$ cat src/rtl/data_sram_ctrl.sv
// -----------------------------------------------------------------------------
// data_sram_ctrl
//
// Memory-stage load/store sequencer for the mipsel32 pipeline. It takes one
// load or store per handshake from EX/MEM and derives the bus size, byte
// strobes, aligned address and lane-shifted store data. Sub-word, word and
// unaligned (LWL/LWR/SWL/SWR) accesses are supported. It drives a
// single-outstanding SRAM-like bus (addr_ok / data_ok two-phase handshake)
// and returns the raw read word to writeback. Misaligned half/word
// addresses are reported without touching the bus. A pipeline flush kills
// un-issued requests and discards in-flight responses.
//
// Handshake semantics: an access transfers on a rising edge where
// req_valid && req_ready. req_ready depends only on internal state and flush,
// never on req_valid. On the bus side a request transfers on a rising edge
// where data_req && data_addr_ok. Completion is the first edge after that
// with data_data_ok high. data_data_ok at any other time is ignored.
//
// Ports
//   clk, resetn                 clock, asynchronous active-low reset
//   req_valid/req_ready         access handshake from the pipeline
//   req_wr, req_op              1=store; op 0 byte,1 half,2 word,3 LWL/SWL,
//                               4 LWR/SWR, others behave as word
//   req_addr, req_wdata         byte address, unshifted store data (rt)
//   flush                       kill un-issued / discard in-flight access
//   resp_valid/resp_rdata/resp_ale   one-cycle completion pulse, raw load
//                               word (0 for stores), address error flag
//   data_req/wr/size/addr/wstrb/wdata  bus request fields (registered)
//   data_addr_ok, data_rdata, data_data_ok  bus slave responses
//   dbg_state                   current FSM state for observation
// -----------------------------------------------------------------------------
module data_sram_ctrl (
  input  logic        clk,
  input  logic        resetn,
  input  logic        req_valid,
  output logic        req_ready,
  input  logic        req_wr,
  input  logic [2:0]  req_op,
  input  logic [31:0] req_addr,
  input  logic [31:0] req_wdata,
  input  logic        flush,
  output logic        resp_valid,
  output logic [31:0] resp_rdata,
  output logic        resp_ale,
  output logic        data_req,
  output logic        data_wr,
  output logic [1:0]  data_size,
  output logic [31:0] data_addr,
  output logic [3:0]  data_wstrb,
  output logic [31:0] data_wdata,
  input  logic        data_addr_ok,
  input  logic [31:0] data_rdata,
  input  logic        data_data_ok,
  output logic [1:0]  dbg_state
);

  typedef enum logic [1:0] {
    S_IDLE = 2'd0,
    S_REQ  = 2'd1,
    S_WAIT = 2'd2
  } state_t;

  state_t      r_state;
  state_t      w_next;

  logic        r_discard;
  logic        r_is_load;
  logic        r_data_req;
  logic        r_data_wr;
  logic [1:0]  r_data_size;
  logic [31:0] r_data_addr;
  logic [3:0]  r_data_wstrb;
  logic [31:0] r_data_wdata;
  logic        r_resp_valid;
  logic        r_resp_ale;
  logic [31:0] r_resp_rdata;

  logic        w_accept;
  logic        w_misaligned;
  logic [1:0]  w_k;
  logic [1:0]  w_size;
  logic [31:0] w_addr;
  logic [3:0]  w_wstrb;
  logic [31:0] w_wdata;
  logic        w_discard_next;
  logic        w_resp_fire;
  logic        w_ale_fire;

  assign req_ready = (r_state == S_IDLE) && !flush;
  assign w_accept  = req_valid && req_ready;
  assign w_k       = req_addr[1:0];

  // Request decode: bus fields for the presented access.
  always_comb begin
    w_size       = 2'd2;
    w_addr       = req_addr;
    w_wstrb      = 4'b1111;
    w_wdata      = req_wdata;
    w_misaligned = 1'b0;
    case (req_op)
      3'b000: begin
        w_size  = 2'd0;
        w_wstrb = 4'b0001 << w_k;
        w_wdata = {4{req_wdata[7:0]}};
      end
      3'b001: begin
        w_size       = 2'd1;
        w_wstrb      = w_k[1] ? 4'b1100 : 4'b0011;
        w_wdata      = {2{req_wdata[15:0]}};
        w_misaligned = w_k[0];
      end
      3'b011: begin
        // SWL: the high bytes of rt land in lanes 0..k
        w_addr  = {req_addr[31:2], 2'b00};
        w_wstrb = 4'b1111 >> (2'd3 - w_k);
        w_wdata = req_wdata >> {(2'd3 - w_k), 3'b000};
      end
      3'b100: begin
        // SWR: the low bytes of rt land in lanes k..3
        w_addr  = {req_addr[31:2], 2'b00};
        w_wstrb = 4'b1111 << w_k;
        w_wdata = req_wdata << {w_k, 3'b000};
      end
      default: begin
        // word and all illegal encodings
        w_misaligned = (w_k != 2'd0);
      end
    endcase
    if (!req_wr) begin
      w_wstrb = 4'b0000;
    end
  end

  // Next-state and response decision.
  always_comb begin
    w_next         = r_state;
    w_discard_next = 1'b0;
    w_resp_fire    = 1'b0;
    w_ale_fire     = 1'b0;
    case (r_state)
      S_IDLE: begin
        if (w_accept) begin
          if (w_misaligned) begin
            w_resp_fire = 1'b1;
            w_ale_fire  = 1'b1;
          end else begin
            w_next = S_REQ;
          end
        end
      end
      S_REQ: begin
        if (data_addr_ok) begin
          // once the slave took the address, the data phase must be drained
          w_next         = S_WAIT;
          w_discard_next = flush;
        end else if (flush) begin
          w_next = S_IDLE;
        end
      end
      S_WAIT: begin
        if (data_data_ok) begin
          w_next      = S_IDLE;
          w_resp_fire = !(r_discard || flush);
        end else begin
          w_discard_next = r_discard || flush;
        end
      end
      default: begin
        w_next = S_IDLE;
      end
    endcase
  end

  always_ff @(posedge clk or negedge resetn) begin
    if (!resetn) begin
      r_state      <= S_IDLE;
      r_discard    <= 1'b0;
      r_is_load    <= 1'b0;
      r_data_req   <= 1'b0;
      r_data_wr    <= 1'b0;
      r_data_size  <= 2'd0;
      r_data_addr  <= 32'h0;
      r_data_wstrb <= 4'h0;
      r_data_wdata <= 32'h0;
      r_resp_valid <= 1'b0;
      r_resp_ale   <= 1'b0;
      r_resp_rdata <= 32'h0;
    end else begin
      r_state      <= w_next;
      r_discard    <= w_discard_next;
      r_data_req   <= (w_next == S_REQ);
      r_resp_valid <= w_resp_fire;
      r_resp_ale   <= w_ale_fire;
      r_resp_rdata <= (w_resp_fire && !w_ale_fire && r_is_load) ? data_rdata : 32'h0;
      // bus fields only change on an accepted bus-bound access, so they
      // stay stable for the whole time data_req is high
      if (w_accept && !w_misaligned) begin
        r_is_load    <= !req_wr;
        r_data_wr    <= req_wr;
        r_data_size  <= w_size;
        r_data_addr  <= w_addr;
        r_data_wstrb <= w_wstrb;
        r_data_wdata <= w_wdata;
      end
    end
  end

  assign resp_valid = r_resp_valid;
  assign resp_ale   = r_resp_ale;
  assign resp_rdata = r_resp_rdata;
  assign data_req   = r_data_req;
  assign data_wr    = r_data_wr;
  assign data_size  = r_data_size;
  assign data_addr  = r_data_addr;
  assign data_wstrb = r_data_wstrb;
  assign data_wdata = r_data_wdata;
  assign dbg_state  = r_state;

endmodule

$ cat config.mk
export PLATFORM = sky130hd
export DESIGN_NAME = data_sram_ctrl
export DESIGN_NICKNAME = d
export VERILOG_FILES = /design/src/rtl/data_sram_ctrl.sv
export SDC_FILE = /design/constraint.sdc
export NUM_CORES = 1
export LEC_CHECK = 0
export ABC_AREA = 1
export BUFFER_PORTS_ARGS = -buffer_cell sky130_fd_sc_hd__buf_2
export CORE_AREA = 3 3 113 115
export CTS_CLUSTER_SIZE = 28
export DETAILED_ROUTE_END_ITERATION = 10
export DIE_AREA = 0 0 116 118
export HOLD_SLACK_MARGIN = 0.05
export PLACE_DENSITY = 0.77
export SETUP_SLACK_MARGIN = 0.2
export SYNTH_ARGS = -nofsm -noshare
export SYNTH_HDL_FRONTEND = slang
export SYNTH_SLANG_ARGS = --single-unit
$ cat constraint.sdc
create_clock -name clk -period 1.8 [get_ports clk]
set_clock_uncertainty 0.05 [all_clocks]
set_input_delay 0.18 -clock clk [delete_from_list [all_inputs] [get_ports clk]]
set_output_delay 0.18 -clock clk [all_outputs]
set_load 0.005 [all_outputs]
==> impl_metrics.csv <==
group,metric,value,unit
place,post-place-ws,0.0301,ns
yosys,avgSynthCellArea,7.09,sq um
setup_path,endpoint_kind,"register",
setup_path,required,1.99,ns
floorplanning,die_w,116,microns
sta,slew_violations,0,
setup_path,crit_chain,"inv_2 > ha_4 > nand2_4 > nor2_4 > nand3_4 > clkbuf_16 > clkbuf_16 > nand2_1 > nand2_1",
clock_network,clk_latency,0.36,ns
floorplanning,initial_core_util,0.492,
yosys,synth_commonest_cells,"347 x nand2_1, 110 x dfrtp_1, 93 x nand3_1, 82 x nor2_1, 63 x inv_1",
yosys,synth_seq_cells,110,
sta,min_period_over_period,0.920,
global_route,grt_util_met2,0.506,
final_layout,drive_gt1_frac,0.311,
setup_path,crit_arrival,1.85,ns
sta,finalWorstSetupSlack,0.144,ns
global_route,met3_usage,0.0545,
clock_network,clock_path_buffers,2,
yosys,synth_top_area_share,0.469,
yosys,synth_area,5860,sq um
run,drv_cap,0,
place,port_buffers,214,
floorplanning,num_io_pins,215,
clock_network,cts_buffers,9,
floorplanning,rows,40,
drt,drt-wirelength-per-cell,19.1,microns
global_route,grt_pass1_vias,6576,
yosys,syn_inst,827,
final_layout,area_growth,51.7,%
global_route,grtUsageTotal,0.306,
sta,min_period,1.66,ns
run_status,outcome,"finished clean",
yosys,synth_edf_count,0,
setup_path,regToRegStartpoint,"dbg_state[0]",
sta,max_freq,0.604,GHz
pwr,finalPower,9410,uW
sta,setup-violations-final,0,
yosys,synthDistinctLibCells,26,
global_route,grt_pass1_wl,33100,microns
drt,avgViaCountPerCell,5.67,
floorplanning,die_h,118,microns
place,place.gp.congestion,0.886,
place,dpl.hpwl,12600,microns
clock_network,cts_root_buf,"clkbuf_16",
sta,max_slew_margin,0.721,
sta,fin_setup_tns,0,ns
global_route,antenna_found_initial,1,
final_layout,fin_util,0.747,
setup_path,critPathLaunch,"dbg_state[0]",
global_route,grt_max_degree,48,
global_route,grt_busiest_layer,"met2",
yosys,seq_area_frac_synth,0.469,
drt,dr.pass1.iters,6,
setup_path,slowest_delay,0.40,ns
clock_network,cts.sinks,110,
drt,ant_nets,0,
sta,worst_pin_slew,0.418,ns
drt,initialDrtViolationCount,965,
setup_path,crit_type,"register to register",
pwr,power.density,1060,nW/um^2
worst_hold_path,hp-class,"primary input to register",
yosys,synth.most_common_cell,"nand2_1",
yosys,synthFlopType,"dfrtp_1",
sta,holdWs,0.0865,ns
global_route,grt_overflow_total,0,
pwr,peakVddDrop,0.000733,V
worst_hold_path,min-delay-start,"flush",
drt,drc_errors,0,
global_route,use_met1,0.385,
clock_network,clk_pin_slew,0.08,ns
final_layout,num_antenna_cells,0,
drt,wirelength,24400,microns
floorplanning,die-area,13700,sq um
setup_path,critPathMaxFanout,8,
yosys,synth_largest_area_cell,"dfrtp_1",
yosys,ys_top_cells_by_area,"dfrtp_1 47%, nand2_1 22%, nand3_1 7.9%",
sta,finalHoldViolCount,0,
floorplanning,core_region_area,11900,sq um
sta,rsz0062_at_grt,"yes",
drt,via_count,7213,
clock_network,cts_tree,"yes",
setup_path,slowest_stage,"dfrtp_1",
yosys,ys_warn_count,0,
yosys,synthesis.nets,937,
pwr,p_leak,0.00506,uW
setup_path,startpoint_type,"register",
yosys,synth-async-reset-ratio,1.00,
clock_network,h-tree-depth,3,
final_layout,nets,1232,
report_power, final:
| group | switching, uW | total, uW | internal, uW |
|---|---|---|---|
| sequential | 526 | 3830 | 3300 |
| combinational | 1960 | 3640 | 1680 |
| clock | 1000 | 1950 | 948 |
placed cells by master (no fill, tap or decap), drive strengths merged, types with 2 or more instances in the layout:
cell         synthesis  routed
a21boi               2       2
a21oi               25      25
buf                 37     251
clkbuf               7      21
clkinv               0       3
dfrtp              110     110
dlygate4sd3          0      65
ha                   4       4
inv                 70      73
nand2              351     351
nand3               96      96
nand4               13      13
nor2                84      84
nor3                 2       2
o211ai               8       8
o21ai               15      15
routing by layer:
layer	routed length, microns	vias up
li1	-	3181
met1	8850	3372
met2	11600	535
met3	2460	123
met4	1420	2
met5	11	-
area by class of cell:
cell class,count,area [sq um]
fill,889,3020
multi-input combinational,603,2890
sequential,110,2750
timing repair buffer,328,2520
inverter,70,279
clock buffer,9,225
tap,147,184
clock inverter,6,43.8
kinds of logic (layout without fill, tap and decap cells):
group                    count (synthesis)  in the layout  share of synthesized area
AO/OA/AOI/OAI                           52             52                     0.0495
adder cells (fa/ha/maj)                  4              4                    0.00854
buffers and inverters                  114            413                     0.0892
flip-flops                             110            110                      0.469
AND/OR/NAND/NOR                        547            547                      0.383
timing repair:
item / CTS / global route
setup endpoints to repair: 104 / 104
cloned: 3 / 17
hold buffers: 65 / 0
buffers inserted: 6 / 4
endpoints found under the hold margin: 163 / 0
gates resized for setup: 21 / 77
pin swaps: 2 / 30
final timing paths:
path,to,slack [ns],cells after the start
setup / recovery,data_addr[16],0.14,9
hold reg to reg,data_wdata[24],0.42,2
hold / removal,r_discard,0.09,3
setup reg to reg,data_addr[16],0.14,9
min in group asynchronous,data_wdata[0],0.23,2
max in group asynchronous,resp_rdata[14],0.90,3
metrics by stage:
| step | cells | cell area [sq um] |
|---|---|---|
| CTS | 1252 | 8230 |
| global route | 1273 | 8900 |
| floorplan | 827 | 5860 |
| finish | 1273 | 8900 |
| detailed placement | 1163 | 7110 |
| global placement | 1163 | 7110 |
state kept, by name (all words and copies together) (netlist names), 2 cells and up:
name and flops:
data_addr 32, data_size 2, data_wdata 32, data_wstrb 4
dbg_state 2, resp_rdata 32
worst max-delay path: cells and delay by family (launching register included):
family	cells	cell delay [ns]
buf+inv	3	0.48
simple gates	5	0.46
flops	1	0.40
fa+ha+maj	1	0.15
Note: power is estimated with default switching activity, not from simulation.
